[src/rtl/cc_pkg.sv]
// rtl/cc_pkg.sv - shared opcodes, ALU selects, FSM states and field widths for control_circuit_param
package cc_pkg;

    localparam int OPC_W  = 4;
    localparam int RFLD_W = 4;

    localparam logic [OPC_W-1:0] OP_NOP   = 4'd0;
    localparam logic [OPC_W-1:0] OP_LOAD  = 4'd1;
    localparam logic [OPC_W-1:0] OP_LOADL = 4'd2;
    localparam logic [OPC_W-1:0] OP_MOV   = 4'd3;
    localparam logic [OPC_W-1:0] OP_ADD   = 4'd4;
    localparam logic [OPC_W-1:0] OP_SUB   = 4'd5;
    localparam logic [OPC_W-1:0] OP_AND   = 4'd6;
    localparam logic [OPC_W-1:0] OP_OR    = 4'd7;

    localparam logic [1:0] ALU_ADD = 2'b00;
    localparam logic [1:0] ALU_SUB = 2'b01;
    localparam logic [1:0] ALU_AND = 2'b10;
    localparam logic [1:0] ALU_OR  = 2'b11;

    typedef enum logic [1:0] {
        ST_IDLE = 2'd0,
        ST_T1   = 2'd1,
        ST_T2   = 2'd2,
        ST_T3   = 2'd3
    } cc_state_t;

endpackage

[src/rtl/cc_onehot_dec.sv]
// rtl/cc_onehot_dec.sv - register index to one-hot enable decoder, zero when disabled or out of range
module cc_onehot_dec
    import cc_pkg::*;
#(
    parameter int NUM_REGS = 8
) (
    input  logic [RFLD_W-1:0]   idx,
    input  logic                en,
    output logic [NUM_REGS-1:0] onehot
);

    // an index past the last register matches no bit, so the output stays zero
    always_comb begin
        onehot = '0;
        for (int i = 0; i < NUM_REGS; i++) begin
            onehot[i] = en && (idx == RFLD_W'(i));
        end
    end

endmodule

[src/rtl/control_circuit_param.sv]
// rtl/control_circuit_param.sv - instruction sequencer for the shared-bus datapath; CC_BACK_TO_BACK_EN allows accept in the done step
module control_circuit_param
    import cc_pkg::*;
#(
    parameter int NUM_REGS = 8,
    parameter int INSTR_W  = 16
) (
    input  logic                clk,
    input  logic                reset,
    input  logic                instr_valid,
    output logic                instr_ready,
    input  logic [INSTR_W-1:0]  instr,
    output logic                ext_data_en,
    output logic                ext_data_low_reg_en,
    output logic [NUM_REGS-1:0] reg_in_en,
    output logic [NUM_REGS-1:0] reg_out_en,
    output logic                alu_reg_en,
    output logic [1:0]          alu_sel,
    output logic                alu_out_en,
    output logic                g_reg_en,
    output logic                done,
    output logic                illegal
);

    cc_state_t         state, state_nxt;
    logic [OPC_W-1:0]  opc_q;
    logic [RFLD_W-1:0] rx_q, ry_q;

    logic              accept;
    logic              is_alu, uses_rx, uses_ry, rx_ok, ry_ok, bad_instr;
    logic              in_en, out_en, out_sel_ry, final_step;
    logic [RFLD_W-1:0] out_idx;
    logic              unused_instr_bits;

    // low instruction bits carry no meaning for this block
    assign unused_instr_bits = ^instr;

    assign accept = instr_valid && instr_ready;

    // legality depends only on the latched fields, never on the live instr bus
    always_comb begin
        is_alu    = (opc_q[3:2] == 2'b01);
        uses_rx   = !opc_q[3] && (opc_q != OP_NOP);
        uses_ry   = (opc_q == OP_MOV) || is_alu;
        rx_ok     = ({{(32-RFLD_W){1'b0}}, rx_q} < NUM_REGS);
        ry_ok     = ({{(32-RFLD_W){1'b0}}, ry_q} < NUM_REGS);
        bad_instr = opc_q[3] || (uses_rx && !rx_ok) || (uses_ry && !ry_ok);
    end

    // state register
    always_ff @(posedge clk) begin
        if (reset) begin
            state <= ST_IDLE;
        end else begin
            state <= state_nxt;
        end
    end

    // instruction field capture on accept
    always_ff @(posedge clk) begin
        if (reset) begin
            opc_q <= '0;
            rx_q  <= '0;
            ry_q  <= '0;
        end else if (accept) begin
            opc_q <= instr[INSTR_W-1 -: OPC_W];
            rx_q  <= instr[INSTR_W-5 -: RFLD_W];
            ry_q  <= instr[INSTR_W-9 -: RFLD_W];
        end
    end

    // next-state and step outputs decoded from state and latched fields
    always_comb begin
        state_nxt           = state;
        instr_ready         = 1'b0;
        ext_data_en         = 1'b0;
        ext_data_low_reg_en = 1'b0;
        alu_reg_en          = 1'b0;
        alu_sel             = ALU_ADD;
        alu_out_en          = 1'b0;
        g_reg_en            = 1'b0;
        done                = 1'b0;
        illegal             = 1'b0;
        in_en               = 1'b0;
        out_en              = 1'b0;
        out_sel_ry          = 1'b0;
        final_step          = 1'b0;

        case (state)
            ST_IDLE: begin
                instr_ready = 1'b1;
                if (instr_valid) state_nxt = ST_T1;
            end
            ST_T1: begin
                if (bad_instr) begin
                    done       = 1'b1;
                    illegal    = 1'b1;
                    final_step = 1'b1;
                end else begin
                    case (opc_q)
                        OP_NOP: begin
                            done       = 1'b1;
                            final_step = 1'b1;
                        end
                        OP_LOAD: begin
                            ext_data_en = 1'b1;
                            in_en       = 1'b1;
                            done        = 1'b1;
                            final_step  = 1'b1;
                        end
                        OP_LOADL: begin
                            ext_data_low_reg_en = 1'b1;
                            in_en               = 1'b1;
                            done                = 1'b1;
                            final_step          = 1'b1;
                        end
                        OP_MOV: begin
                            out_en     = 1'b1;
                            out_sel_ry = 1'b1;
                            in_en      = 1'b1;
                            done       = 1'b1;
                            final_step = 1'b1;
                        end
                        default: begin
                            out_en     = 1'b1;
                            alu_reg_en = 1'b1;
                            state_nxt  = ST_T2;
                        end
                    endcase
                end
            end
            ST_T2: begin
                out_en     = 1'b1;
                out_sel_ry = 1'b1;
                alu_sel    = opc_q[1:0];
                g_reg_en   = 1'b1;
                state_nxt  = ST_T3;
            end
            ST_T3: begin
                alu_out_en = 1'b1;
                in_en      = 1'b1;
                done       = 1'b1;
                final_step = 1'b1;
            end
            default: state_nxt = ST_IDLE;
        endcase

        if (final_step) begin
            state_nxt = ST_IDLE;
`ifdef CC_BACK_TO_BACK_EN
            instr_ready = 1'b1;
            if (instr_valid) state_nxt = ST_T1;
`endif
        end
    end

    assign out_idx = out_sel_ry ? ry_q : rx_q;

    cc_onehot_dec #(.NUM_REGS(NUM_REGS)) u_in_dec (
        .idx    (rx_q),
        .en     (in_en),
        .onehot (reg_in_en)
    );

    cc_onehot_dec #(.NUM_REGS(NUM_REGS)) u_out_dec (
        .idx    (out_idx),
        .en     (out_en),
        .onehot (reg_out_en)
    );

endmodule
[config.mk]
export PLATFORM = sky130hd
export DESIGN_NAME = control_circuit_param
export DESIGN_NICKNAME = d
export VERILOG_FILES = /design/src/rtl/cc_pkg.sv /design/src/rtl/cc_onehot_dec.sv /design/src/rtl/control_circuit_param.sv
export SDC_FILE = /design/constraint.sdc
export NUM_CORES = 1
export LEC_CHECK = 0
export ABC_AREA = 1
export ABC_CLOCK_PERIOD_IN_PS = 4300
export CAP_MARGIN = 20
export CELL_PAD_IN_SITES_DETAIL_PLACEMENT = 0
export CELL_PAD_IN_SITES_GLOBAL_PLACEMENT = 2
export CORE_UTILIZATION = 22
export DETAILED_ROUTE_END_ITERATION = 8
export GPL_TIMING_DRIVEN = 1
export PLACE_DENSITY = 0.89
export SKIP_LAST_GASP = 1
export SLEW_MARGIN = 25
export SYNTH_ARGS = -nofsm -noshare
export SYNTH_HDL_FRONTEND = slang
export SYNTH_SLANG_ARGS = --single-unit
[constraint.sdc]
create_clock -name clk -period 4.3 [get_ports clk]
set_input_delay 0.43 -clock clk [delete_from_list [all_inputs] [get_ports clk]]
set_output_delay 0.43 -clock clk [all_outputs]
set_load 0.01 [all_outputs]
==> run metrics <==
run status finished clean; full die area 4940 um^2; Hold Crit Class flip-flop to flip-flop; Via density 4.29; class of the most critical setup path flip-flop to output pin; dominant combinational cell family by area after synthesis simple AND/OR/NAND/NOR gates; die span in x 70.3 um; routed wire length roughly 2.7 mm; number of standard-cell rows in the floorplan 24; sequential element share of the synthesized area 27.4%; via count of the first global-routing pass between 1,000 and 1,500; fraction of layout cells with a size suffix above 1 11.1%; nets@finish 223; placer congestion estimate between 0.7 and 0.8; simple logic cell fraction of the synthesized area a little under half; transition time at the pin with the least slew margin between 0.6 and 0.7 ns; area delta synth->final 48.4%; synthesized-area fraction occupied by xor and xnor cells 0%; number of iterations in the first detailed-routing pass 4; Final Total Pwr 0.000736 W; DRC violation count after routing 0; CTS tree done; register bit count reported by yosys 14; initial core utilization 23.2%; CP bufs+invs 2; Avg Cell Area, Syn 6.49 um^2; Final min period 2.74 ns; number of warnings printed during yosys synthesis 0; Slowest Stage Delay on Critical Path 0.54 ns; quantity of I/O buffers inserted on ports 40; most area-consuming cells after synthesis sky130_fd_sc_hd__dfxtp_1 (27%), sky130_fd_sc_hd__nand2_1 (14%), sky130_fd_sc_hd__nor2_1 (8.8%), sky130_fd_sc_hd__inv_1 (7.3%), sky130_fd_sc_hd__ha_1 (6.1%); maximum clock frequency ~0.36 GHz; standard cell core area 4410 um^2; post-route clock period utilization 63.7%; share of the synthesized area in compound gates (AO/OA/AOI/OAI) 11.0%; Total Negative Setup Slacks 0 ns; post-synthesis cell type count 22; first-pass GRT wire length 4.53 mm; number of gates resized after cts 0; GRT Resource Usage Total between 10% and 20%; final number of setup-violating endpoints 0; peak supply drop 0.194 mV; R2R cell count 8; HPWL Detailed ~2.1 mm; number of buffers inserted during clock tree synthesis 3; Net Count, Synth roughly 180; final routed wire length divided by cell count 10.7 um; worst hold start ry_q[2]$_SDFFE_PP0P_; count of vias placed by the detailed router 1,072; max-cap viol count 0; die height around 70 um; Clock Path Buffers 2; Final Hold Vio Count 0; CP cell instances inv_1 > ha_1 > nand2_2 > nor2_1 > nand3_2 > nand2_4 > nand3_1 > nand2_1 > nand2_1 > nor2_1 > clkdlybuf4s50_1; number of standard cells after synthesis 158; Power per Cell Area 484 nW/um^2; RSZ-0062 raised after global routing false; leak pwr 0.654 nW; depth of the CTS H-tree 1; Crit path max-delay family simple AND/OR/NAND/NOR gates; Clock transition at path regs 0.07 ns; Crit Reg-Reg Startpoint state[0]$_SDFFE_PP0P_; initial DRC count 28; final-layout fill cell count 492; worst relative slew slack 56.5%; remaining number of nets flagged by the antenna check after routing 0; slack of the worst reg-to-reg path between 2 and 2.5 ns; Netlist Area Pre-Place 1020 um^2; top-level I/O count 45; critical-path cell with the highest stage delay sky130_fd_sc_hd__clkdlybuf4s50_1; largest net degree at the start of global routing 22; multiplexer area fraction after synthesis 0%; Hold Path Sink ry_q[2]$_SDFFE_PP0P_; arrival time reported for the critical path endpoint 2.31 ns; Crit path required time approximately 3.9 ns; FF-to-FF End state[1]$_SDFFE_PP0P_; CTS root buf sky130_fd_sc_hd__clkbuf_8; final global-route overflow total 0; cell depth of the worst min-delay path 2; portion of synthesized cell area occupied by the leading cell type 27.4%; number of antenna violations at the first check in global routing 0; cell taking the most area after synthesis sky130_fd_sc_hd__dfxtp_1; Critical Path Fanout Max 8; Antenna diodes 0; kind of capture point of the worst setup path output pin; Final Skew 0.00298 ns; synthesized-area fraction occupied by adder cells 6.11%; launching element type of the critical path flip-flop; pins over their slew limit 0; clock latency at the later pin of the worst-skew pair approximately 0.25 ns; count of buffers added by post-CTS timing repair for setup 0; Sink Count 14; count of hold-fix buffers inserted at cts 0
-- worst register-to-register path: cells and delay by family, from the launching register on --
family / cells / cell delay (ns)
AO/OA/AOI/OAI: 2 / 0.44
adder cells (fa/ha/maj): 1 / 0.25
buffers and inverters: 2 / 0.34
flip-flops: 1 / 0.40
AND/OR/NAND/NOR: 3 / 0.63
-- metal layers --
metal  track usage, %  vias up  part of all wire (%)
met5                0        -                     0
met2             17.7       27                    46
met3             2.31        4                   4.9
met4             6.00        0                   1.7
met1             15.1      455                    47
li1                 -      586                     -
-- synthesized netlist by cell type --
cell type / count
sky130_fd_sc_hd__inv_2: 1
sky130_fd_sc_hd__nand2_2: 8
sky130_fd_sc_hd__nand2_4: 5
sky130_fd_sc_hd__nor3_1: 6
sky130_fd_sc_hd__nor4_1: 1
sky130_fd_sc_hd__nand3_2: 2
sky130_fd_sc_hd__nand3b_1: 2
sky130_fd_sc_hd__nor2_2: 2
sky130_fd_sc_hd__clkbuf_8: 1
sky130_fd_sc_hd__a211oi_1: 8
sky130_fd_sc_hd__o211ai_1: 1
sky130_fd_sc_hd__clkbuf_1: 2
sky130_fd_sc_hd__dfxtp_1: 14
sky130_fd_sc_hd__nand2_1: 37
sky130_fd_sc_hd__or2_0: 1
sky130_fd_sc_hd__ha_1: 5
sky130_fd_sc_hd__nor2_1: 24
sky130_fd_sc_hd__o21ai_0: 2
sky130_fd_sc_hd__buf_1: 1
sky130_fd_sc_hd__a21oi_1: 7
sky130_fd_sc_hd__nand3_1: 8
sky130_fd_sc_hd__inv_1: 20
-- per-stage QoR --
stage          area (um^2)  worst slack [ns]  cells  utilization, %  hold slack (ns)
5_1_grt               1520              1.34    250            34.4            0.520
6_report              1520              1.56    250            34.4            0.483
2_1_floorplan         1020              2.45    158               -            0.453
4_1_cts               1520              1.55    250            34.4            0.485
3_5_place_dp          1470              1.82    246            33.2            0.475
3_3_place_gp          1470              1.83    246            33.2            0.464
-- state kept, by name (all words and copies together), names as in the netlist --
register / cells
opc_q: 4
ry_q: 4
state: 2
rx_q: 4
-- final cells by class --
class / instances / area (um^2) / area share (%)
clock buffers: 4 / 55.1 / 3.62
inverters: 21 / 78.8 / 5.19
multi-input cells: 119 / 641 / 42.1
flip-flops and latches: 14 / 280 / 18.4
well taps: 52 / 65.1 / 4.28
repair buffers: 40 / 400 / 26.3
-- power breakdown --
part	internal [W]	switching [W]
Sequential	0.000164	0.0000307
Combinational	0.000156	0.000251
Clock	0.0000812	0.0000527
Total	0.000401	0.000335
-- cells by family (layout without fill, tap and decap cells) --
kind of cell | count (synthesis) | count (layout)
and+or+nand+nor | 96 | 96
buffers and inverters | 25 | 65
AOI/OAI and AO/OA | 18 | 18
DFF | 14 | 14
adders and majority gates | 5 | 5
-- placed cells by master (no fill, tap or decap), drive strengths merged --
cell and count:
nand3b 2, ha 5, dfxtp 14, nor4 1
a211oi 8, nor3 6, clkbuf 4, or2 1
nand2 50, o211ai 1, a21oi 7, nand3 10
clkdlybuf4s50 40, o21ai 2, nor2 26, inv 21
-- worst max path at each step --
stage               slack [ns]            end                   from  cells past startpoint
floorplan                 2.45  reg_out_en[2]  state[1]$_SDFFE_PP0P_                     10
global placement          1.83  reg_out_en[0]  state[1]$_SDFFE_PP0P_                     11
detailed placement        1.82  reg_out_en[5]  state[1]$_SDFFE_PP0P_                     11
CTS                       1.55  reg_out_en[5]  state[1]$_SDFFE_PP0P_                     11
global route              1.34  reg_out_en[5]  state[0]$_SDFFE_PP0P_                      9
finish                    1.56  reg_out_en[5]  state[1]$_SDFFE_PP0P_                     11
(Power assumes the default switching activity.)
==> variant 1: new RTL, same flow settings <==
Reset style: asynchronous (`reset`), changed in 2 clocked blocks.
--- a/src/rtl/control_circuit_param.sv
+++ b/src/rtl/control_circuit_param.sv
@@ -50,3 +50,3 @@
     // state register
-    always_ff @(posedge clk) begin
+    always_ff @(posedge clk or posedge reset) begin
         if (reset) begin
@@ -59,3 +59,3 @@
     // instruction field capture on accept
-    always_ff @(posedge clk) begin
+    always_ff @(posedge clk or posedge reset) begin
         if (reset) begin
Check against the original RTL: differs if reset is asserted again (counterexample within 4 cycles, from zero or initial values and one cycle with reset high); with reset held inactive, the same outputs for 10 cycles.
==> variant 1 against the original RTL <==
Synthesized area rose by 0.37%. Setup slack improved by 2.3 ps. Final area up 0.16%. Synthesized cell count decreased by 2.5%. Clock skew about the same. Power grew 22%. Count of clock-buffer cells in the layout fell by 1. Sequential cell count stayed put. Wire length is 2.4% lower. Critical endpoint is now reg_out_en[2]. Highest routed layer unchanged.
==> variant 1: results (changes against the original RTL) <==
place:
  dpl_worst_slack_ps: 1810  # -17.0 ps
  gp_congestion: 0.767  # +2.7%
  hpwl_um: 2170  # +1.6%
drt:
  wl_met2_um: 1190  # -2.9%
  drtIter0Drc: 18  # -36%
  wl_met1_um: 1230  # -2.7%
  wl_per_cell_um: 10.6  # -0.85%
synth:
  ys_types: 19  # -14%
  synth_commonest_cells: "38 x nand2_1, 26 x nor2_1, 20 x inv_1"
  synth.area.top_cells: "dfrtp_1 34%, nand2_1 14%, nor2_1 9.5%"
  synth_compound_area_frac: 0.0487  # -0.0612
  syn_nets: 177  # -2.7%
  ys_seq_area_frac: 0.341  # +0.0671
  synth_fa_ha_area_frac: 0.0487  # -0.0124
  ys_async_sr_fraction: 1.00  # +1.00
power_and_ir_drop:
  ir_drop_uv: 345  # +78%
  power.internal_mw: 0.474  # +18%
setup_path:
  crit_family: "buffers and inverters"
  r2r_setup_slack_ps: 2550  # +410 ps
  crit_end: "reg_out_en[2]"
  reg2reg_to: "ry_q[3]"
final_layout:
  fill_cells: 496  # +0.81%
  drive_gt1_frac: 0.113  # +0.00229
  fin_util: 0.345  # +0.000567
global_route:
  grt_use_total: 0.113  # -0.00241
  use_met1: 0.140  # -0.0103
  grt_max_degree: 21  # -4.5%
  use_met3: 0.0289  # +0.00577
  grt_pass1_wl_um: 4540  # +0.31%
timing:
  setup_slack_ps: 1560  # +2.32 ps
  finClkSkew_ps: 3.07  # +0.0807 ps
outcome:
  outcome: "complete, no violations"
[variant 1: cell count changes after synthesis, moves of 4 or more]
cell,before,now
dfxtp_1,14,0
dfrtp_1,0,14
a211oi_1,8,0
mux2_2,0,4
[variant 1: metrics by stage]
stage	hold WS [ps]	cells
6_report	520	246
5_1_grt	555	246
3_3_place_gp	507	243
2_1_floorplan	319	154
3_5_place_dp	533	243
4_1_cts	541	246
[variant 1: area by class of cell]
| class | count | area share |
|---|---|---|
| sequential | 14 | 0.230 |
| tap | 52 | 0.0427 |
| multi-input combinational | 113 | 0.378 |
| clock buffer | 3 | 0.0271 |
| inverter | 24 | 0.0592 |
| timing repair buffer | 40 | 0.263 |
[variant 1: power by group through the flow]
stage	Sequential [mW]	Combinational (mW)	Clock, mW
2_1_floorplan	0.242	0.384	0
3_3_place_gp	0.259	0.543	0
3_5_place_dp	0.262	0.541	0
4_1_cts	0.260	0.543	0.108
5_1_grt	0.272	0.608	0.114
6_report	0.257	0.534	0.106
==> variant 2: new RTL, config.mk and constraints unchanged <==
Made on the original files. `NUM_REGS` is set to 8 in 2 places; all go to 9.
--- a/src/rtl/cc_onehot_dec.sv
+++ b/src/rtl/cc_onehot_dec.sv
@@ -4,3 +4,3 @@
 #(
-    parameter int NUM_REGS = 8
+    parameter int NUM_REGS = 9
 ) (
--- a/src/rtl/control_circuit_param.sv
+++ b/src/rtl/control_circuit_param.sv
@@ -4,3 +4,3 @@
 #(
-    parameter int NUM_REGS = 8,
+    parameter int NUM_REGS = 9,
     parameter int INSTR_W  = 16
Ports: changed (resized reg_in_en and reg_out_en); port bits go from 45 to 47. The function was not compared with the original's and may differ.
==> variant 2 against the original RTL <==
The flow now finishes with violations (DRC). First-iteration DRC count is 110% higher. Synthesized area increased by 0.98%. Combinational power decreased by 7.4%. Via count increased by 2.9%. Wire length down 3.3%. Sequential power barely moved. Non-clock buffer count up 2. Critical endpoint is now reg_out_en[4]. Setup slack worse by 110 ps. Global-route usage down 0.30 points. Final area grew 1.6%. Largest cell class unchanged. Power shrank 7.7%. Highest routed layer unchanged. Sequential cell count unchanged. Die area increased by 0.94%.
==> variant 2: results (changes against the original RTL) <==
synth:
  avgSynthCellArea_um2: 6.27  # -3.3%
  synth_commonest_cells: "36 x nand2_1, 23 x inv_1, 17 x nor2_1"
  ys_types: 23  # +4.5%
  ys_seq_area_frac: 0.271  # -0.00265
  synth_fa_ha_area_frac: 0.0605  # -0.000591
  syn_nets: 189  # +3.8%
  synth_compound_area_frac: 0.160  # +0.0497
drt:
  drtIter0Drc: 58  # +110%
  via_per_inst: 4.28  # -0.30%
  wl_per_cell_um: 9.99  # -6.3%
  remaining_drc_errors: 4  # +4
  routed_wl_um: 2580  # -3.3%
global_route:
  grt_pass1_wl_um: 4470  # -1.2%
  grt_use_total: 0.112  # -0.00299
  grt_max_degree: 25  # +14%
  grt_pass1_vias: 1051  # +2.2%
timing:
  finClkSkew_ps: 1.95  # -1.03 ps
  max_slew_margin: 0.553  # -0.0120
  whs_ps: 471  # -12.2 ps
  setup_slack_ps: 1450  # -113 ps
final_layout:
  fin_util: 0.348  # +0.00330
  nets: 232  # +4.0%
  num-clock-buffers: 3  # -1
  nMultiInputCombCells: 122  # +2.5%
  drive_gt1_frac: 0.102  # -0.00917
  multi_input_area_um2: 644  # +0.59%
  nNonClkBuffers: 42  # +5.0%
place:
  place_inst: 255  # +3.7%
  portBuffers: 42  # +5.0%
outcome:
  outcome: "complete, but fails checks"
  violations: "DRC"
setup_path:
  critPathArrivalTime_ps: 2420  # +110 ps
  r2r_setup_slack_ps: 2410  # +270 ps
power_and_ir_drop:
  p_leak_nw: 0.642  # -1.8%
  ir_drop_uv: 165  # -15%
worst_hold_path:
  hold_start: "ry_q[1]"
  hold-path-endpoint: "ry_q[1]"
-- variant 2: cell types whose count changed in the layout (fill, tap and decap cells not counted), sizes merged, moves of 4 or more --
cell / unedited run / this run
a211oi: 8 / 0
nand3: 10 / 14
a21oi: 7 / 15
nand2: 50 / 44
nor2: 26 / 19
inv: 21 / 25
o21ai: 2 / 15
-- variant 2: where the power goes --
group | internal, mW | switching (mW)
Combinational | 0.142 | 0.235
Clock | 0.0619 | 0.0453
Sequential | 0.165 | 0.0299
Total | 0.369 | 0.310
-- variant 2: layer usage --
| layer | vias up | wire (um) | part of all wire |
|---|---|---|---|
| met5 | - | 0 | 0 |
| met4 | 0 | 35 | 0.014 |
| met3 | 2 | 91 | 0.035 |
| met2 | 26 | 1180 | 0.46 |
| met1 | 463 | 1270 | 0.49 |
| li1 | 612 | - | - |
